==> src/rtl/pipe_pkg.sv <==
// Shared definitions for the pipeline skid register: occupancy encoding
// doubles as the FSM state, so the state is always visible on the port.
package pipe_pkg;

    typedef logic [1:0] state_t;

    localparam state_t OCC_EMPTY = 2'd0;
    localparam state_t OCC_BUSY  = 2'd1;
    localparam state_t OCC_FULL  = 2'd2;

endpackage

==> src/rtl/pipe_skid_reg.sv <==
// Pipeline stage register with a two-entry skid buffer, flush and back-pressure.
// All outputs are decoded from flops; in_ready never depends on out_ready.
module pipe_skid_reg
    import pipe_pkg::*;
#(
    parameter int DATA_W         = 32,
    parameter bit CLEAR_ON_FLUSH = 1'b1
) (
    input  logic              clk,
    input  logic              rst_n,
    input  logic              flush,
    input  logic              in_valid,
    output logic              in_ready,
    input  logic [DATA_W-1:0] in_data,
    output logic              out_valid,
    input  logic              out_ready,
    output logic [DATA_W-1:0] out_data,
    output logic [1:0]        occupancy
);

    // Handshake: a beat transfers on a rising edge where valid and ready are
    // both high; a producer holding valid must keep its data stable until
    // ready, and valid may not be withdrawn before the transfer completes.

    state_t            state;
    logic              main_valid;
    logic              skid_valid;
    logic              accept;
    logic              drain;
    logic [DATA_W-1:0] main_data;
    logic [DATA_W-1:0] skid_data;

    // state[1] is the skid flag; 2'd3 is the unreachable skid-without-main case.
    assign main_valid = (state == OCC_BUSY) || (state == OCC_FULL);
    assign skid_valid = state[1];

    assign in_ready  = !skid_valid;
    assign out_valid = main_valid;
    assign out_data  = main_data;
    assign occupancy = state;

    assign accept = in_valid && in_ready;
    assign drain  = out_valid && out_ready;

    always_ff @(posedge clk or negedge rst_n) begin
        if (!rst_n) begin
            state <= OCC_EMPTY;
        end else if (flush) begin
            state <= OCC_EMPTY;
        end else begin
            case (state)
                OCC_EMPTY: if (accept) state <= OCC_BUSY;
                OCC_BUSY: begin
                    if (accept && !drain)      state <= OCC_FULL;
                    else if (!accept && drain) state <= OCC_EMPTY;
                end
                OCC_FULL:  if (drain) state <= OCC_BUSY;
                default:   state <= OCC_EMPTY;
            endcase
        end
    end

    // Data slots load only when written; flush optionally scrubs them.
    always_ff @(posedge clk or negedge rst_n) begin
        if (!rst_n) begin
            main_data <= '0;
            skid_data <= '0;
        end else if (flush) begin
            if (CLEAR_ON_FLUSH) begin
                main_data <= '0;
                skid_data <= '0;
            end
        end else begin
            case (state)
                OCC_EMPTY: if (accept) main_data <= in_data;
                OCC_BUSY: begin
                    if (accept && drain) main_data <= in_data;
                    else if (accept)     skid_data <= in_data;
                end
                OCC_FULL:  if (drain) main_data <= skid_data;
                default:   ;
            endcase
        end
    end

endmodule

==> config.mk <==
export PLATFORM = sky130hd
export DESIGN_NAME = pipe_skid_reg
export DESIGN_NICKNAME = d
export VERILOG_FILES = /design/src/rtl/pipe_pkg.sv /design/src/rtl/pipe_skid_reg.sv
export SDC_FILE = /design/constraint.sdc
export NUM_CORES = 1
export LEC_CHECK = 0
export CAP_MARGIN = 20
export CORE_ASPECT_RATIO = 0.8
export CORE_MARGIN = 4
export CORE_UTILIZATION = 35
export DETAILED_ROUTE_END_ITERATION = 6
export PLACE_DENSITY_LB_ADDON = 0.2
export REMOVE_ABC_BUFFERS = 1
export SLEW_MARGIN = 20
export SYNTH_ARGS = -nofsm -noshare
export SYNTH_HDL_FRONTEND = slang
export SYNTH_SLANG_ARGS = --single-unit
==> constraint.sdc <==
create_clock -name clk -period 2.9 [get_ports clk]
set_input_delay 0.725 -clock clk [delete_from_list [all_inputs] [get_ports clk]]
set_output_delay 0.725 -clock clk [all_outputs]
set_load 0.05 [all_outputs]
==> results.yml, run 1 <==
sta:
  slew_viol_final: 0
  rsz0062_at_grt: "false"
  fin_skew_ns: 0.004452
  period_minus_slack_ns: 2.737
  holdWs_ns: 0.5012
  fmax_mhz: 365.3
  fin_crit_sh_pct: 94.39
  worst_pin_slew_ns: 0.8770
  final_hold_viol_count: 0
  setup_viol: 0
  relSlewSlack_pct: 41.40
  fin_tns_setup_ns: 0
finish:
  layout.nets: 388
  insertedDiodeCount: 0
  nFillCells: 865
  drive_gt1_share_pct: 18.57
  syn_to_final_growth_pct: 35.08
synthesis:
  ys_top_cells_by_area: "dfrtp_1, mux2_4, mux2i_1"
  ys_top_cells_by_count: "dfrtp_1, nor2_1, nor2b_1, a22o_1, mux2i_1"
  synth_ff_type: "dfrtp_1"
  yosys.area.top_type: "dfrtp_1"
  synth_top_area_share_pct: 49.36
  synth_cells: 272
  yosysSeqAreaShare_pct: 49.36
  synth_area_sq_um: 3346
  post-synth-top-count-cell: "dfrtp_1"
  ys_types: 23
  async_flop_share_pct: 100.0
  ys_ff_latch: 66
  synth_area_per_cell_sq_um: 12.30
  synth-edff-count: 0
  yosys_warnings: 0
setup_path:
  path_max_fanout: 5
  required_ns: 2.17
  endpoint_kind: "primary output"
  arrival_ns: 2.01
  worstSetupPathType: "flip-flop to primary output"
  worstSetupStartpointType: "flip-flop"
clocking:
  cts-buffers-inserted: 9
  htree_levels: 3
  cts_resized: 0
  cts_hold_buf: 0
  root_buffer: "clkbuf_16"
  cts_buffer_depth: 2
  clock_sinks: 66
  insertion_delay_ns: 0.32
  tritoncts: "done"
  path_clk_slew_ns: 0.06
  cts_setup_buffers: 0
grt:
  grt_pass1_wl_mm: 12.53
  grt_overflow: 0
  grtUsageTotal_pct: 13.82
  antenna_found_initial: 0
  grt_max_degree: 40
  grt_pass1_vias: 2474
die:
  ios: 73
  placementRows: 31
  dieArea_sq_um: 11200
  die_height_um: 95.45
  initial_core_util_pct: 36.40
  die_x_um: 117.3
  core-area_sq_um: 9193
pwr:
  power_mw: 4.404
  p_comb_share_pct: 44.6
  ir_drop_mv: 0.3797
  p_leak_nw: 2.043
  p_clk_share_pct: 26.9
  seqPwrFrac_pct: 28.5
  power.density_nw_per_um2: 974.4
  p_sw_share_pct: 37.35
  p_switching_mw: 1.645
  p_int_mw: 2.759
placed_design:
  portBuffers: 72
  place_congestion: 0.7283
  dp_hpwl_mm: 4.842
route:
  final_antenna_net_count: 0
  dr.pass1.iters: 4
  vias_per_cell: 4.847
  wire_per_inst_um: 15.82
  drt_iter0_drc: 81
  drt-total-wl_mm: 7.354
  drc_errors: 0
  via_count: 2254
run:
  cap_violations: 0
worst_hold_path:
  hold_path.class: "input pin to asynchronous set/reset pin"
run_status:
  status: "complete, no violations"
[worst max-delay path, cell delays in order, from the launching register on]
cell,delay (ns)
dfrtp_1,0.41
inv_1,0.11
ha_1,0.35
clkdlybuf4s50_1,0.82
[state kept, by name, summed over array words and instances (netlist names)]
name       count
skid_data     32
occupancy      2
out_data      32
[layer usage]
| layer | vias to the layer above | global-route usage (%) | part of all wire (%) |
|---|---|---|---|
| met4 | 0 | 3.223 | 0.60 |
| met2 | 57 | 20.48 | 42 |
| met1 | 1095 | 19.54 | 52 |
| met3 | 6 | 4.745 | 5.3 |
| li1 | 1096 | - | - |
| met5 | - | 0 | 0 |
[power by group through the flow]
| stage | Combinational, mW | Sequential, mW | Clock (mW) |
|---|---|---|---|
| global route | 2.07 | 1.29 | 1.25 |
| CTS | 1.99 | 1.26 | 1.21 |
| finish | 1.96 | 1.26 | 1.18 |
| detailed placement | 1.98 | 1.27 | 0 |
| floorplan | 0.834 | 1.81 | 0 |
| global placement | 1.97 | 1.27 | 0 |
[kinds of logic (layout without fill, tap and decap cells)]
logic type                 Yosys count  after routing  share of synthesized area [%]
buffers and inverters               24            102                          3.552
muxes                               65             65                          24.05
adders and majority gates            6              6                          2.244
and+or+nand+nor                     73             73                          10.96
DFF                                 66             66                          49.36
AOI/OAI and AO/OA                   38             38                          9.836
[path summary, 6_finish.rpt]
kind | startpoint | end | slack [ns] | depth (start not counted)
max | occupancy[1]$_DFFE_PN0P_ | out_valid | 0.16 | 3
min | rst_n | out_data[26]$_DFFE_PN0P_ | 0.50 | 1
max reg2reg | occupancy[1]$_DFFE_PN0P_ | skid_data[4]$_DFFE_PN0P_ | 0.50 | 9
min reg2reg | skid_data[25]$_DFFE_PN0P_ | skid_data[25]$_DFFE_PN0P_ | 0.50 | 1
max in group asynchronous | rst_n | skid_data[9]$_DFFE_PN0P_ | 1.65 | 2
min in group clk | skid_data[25]$_DFFE_PN0P_ | skid_data[25]$_DFFE_PN0P_ | 0.50 | 1
[placed cells by master (no fill, tap or decap), types with 2 or more instances in the layout]
master / synthesis / final
nor2b_1: 33 / 33
a22o_1: 32 / 32
inv_1: 4 / 4
mux2_2: 3 / 3
ha_1: 6 / 5
clkdlybuf4s50_1: 0 / 70
nor2_1: 35 / 35
nand2_1: 2 / 2
bufinv_16: 0 / 2
dfrtp_1: 66 / 66
buf_4: 0 / 10
clkbuf_16: 0 / 9
buf_2: 5 / 2
mux2i_1: 32 / 32
mux2_4: 30 / 30
clkinvlp_4: 0 / 2
[metrics by stage]
step           instances  area [sq um]  setup WS (ns)  util, %
6_report             465          4519         0.1628    49.16
3_3_place_gp         449          4192         0.1126    45.60
2_1_floorplan        252          3242         -1.454        -
5_1_grt              465          4519        0.07600    49.16
3_5_place_dp         449          4192        0.07998    45.60
4_1_cts              465          4519         0.1323    49.16
[layout make-up]
type / instances / area [sq um] / area share, %
multi-input combinational: 182 / 1595 / 35.30
sequential: 66 / 1652 / 36.54
inverter: 4 / 15.01 / 0.3322
tap: 115 / 143.9 / 3.184
clock buffer: 10 / 239.0 / 5.288
timing repair buffer: 82 / 785.8 / 17.39
clock inverter: 6 / 88.84 / 1.966
(Power assumes the default switching activity.)
==> run 2, diff against run 1 <==
--- a/config.mk
+++ b/config.mk
@@ -10,6 +10,8 @@
 export CORE_MARGIN = 4
 export CORE_UTILIZATION = 35
 export DETAILED_ROUTE_END_ITERATION = 6
+export GPL_ROUTABILITY_DRIVEN = 0
+export HOLD_SLACK_MARGIN = 0.03
 export PLACE_DENSITY_LB_ADDON = 0.2
 export REMOVE_ABC_BUFFERS = 1
 export SLEW_MARGIN = 20
==> results of run 2 <==
The final DEF is identical to that of run 1; final timing and power are the same.
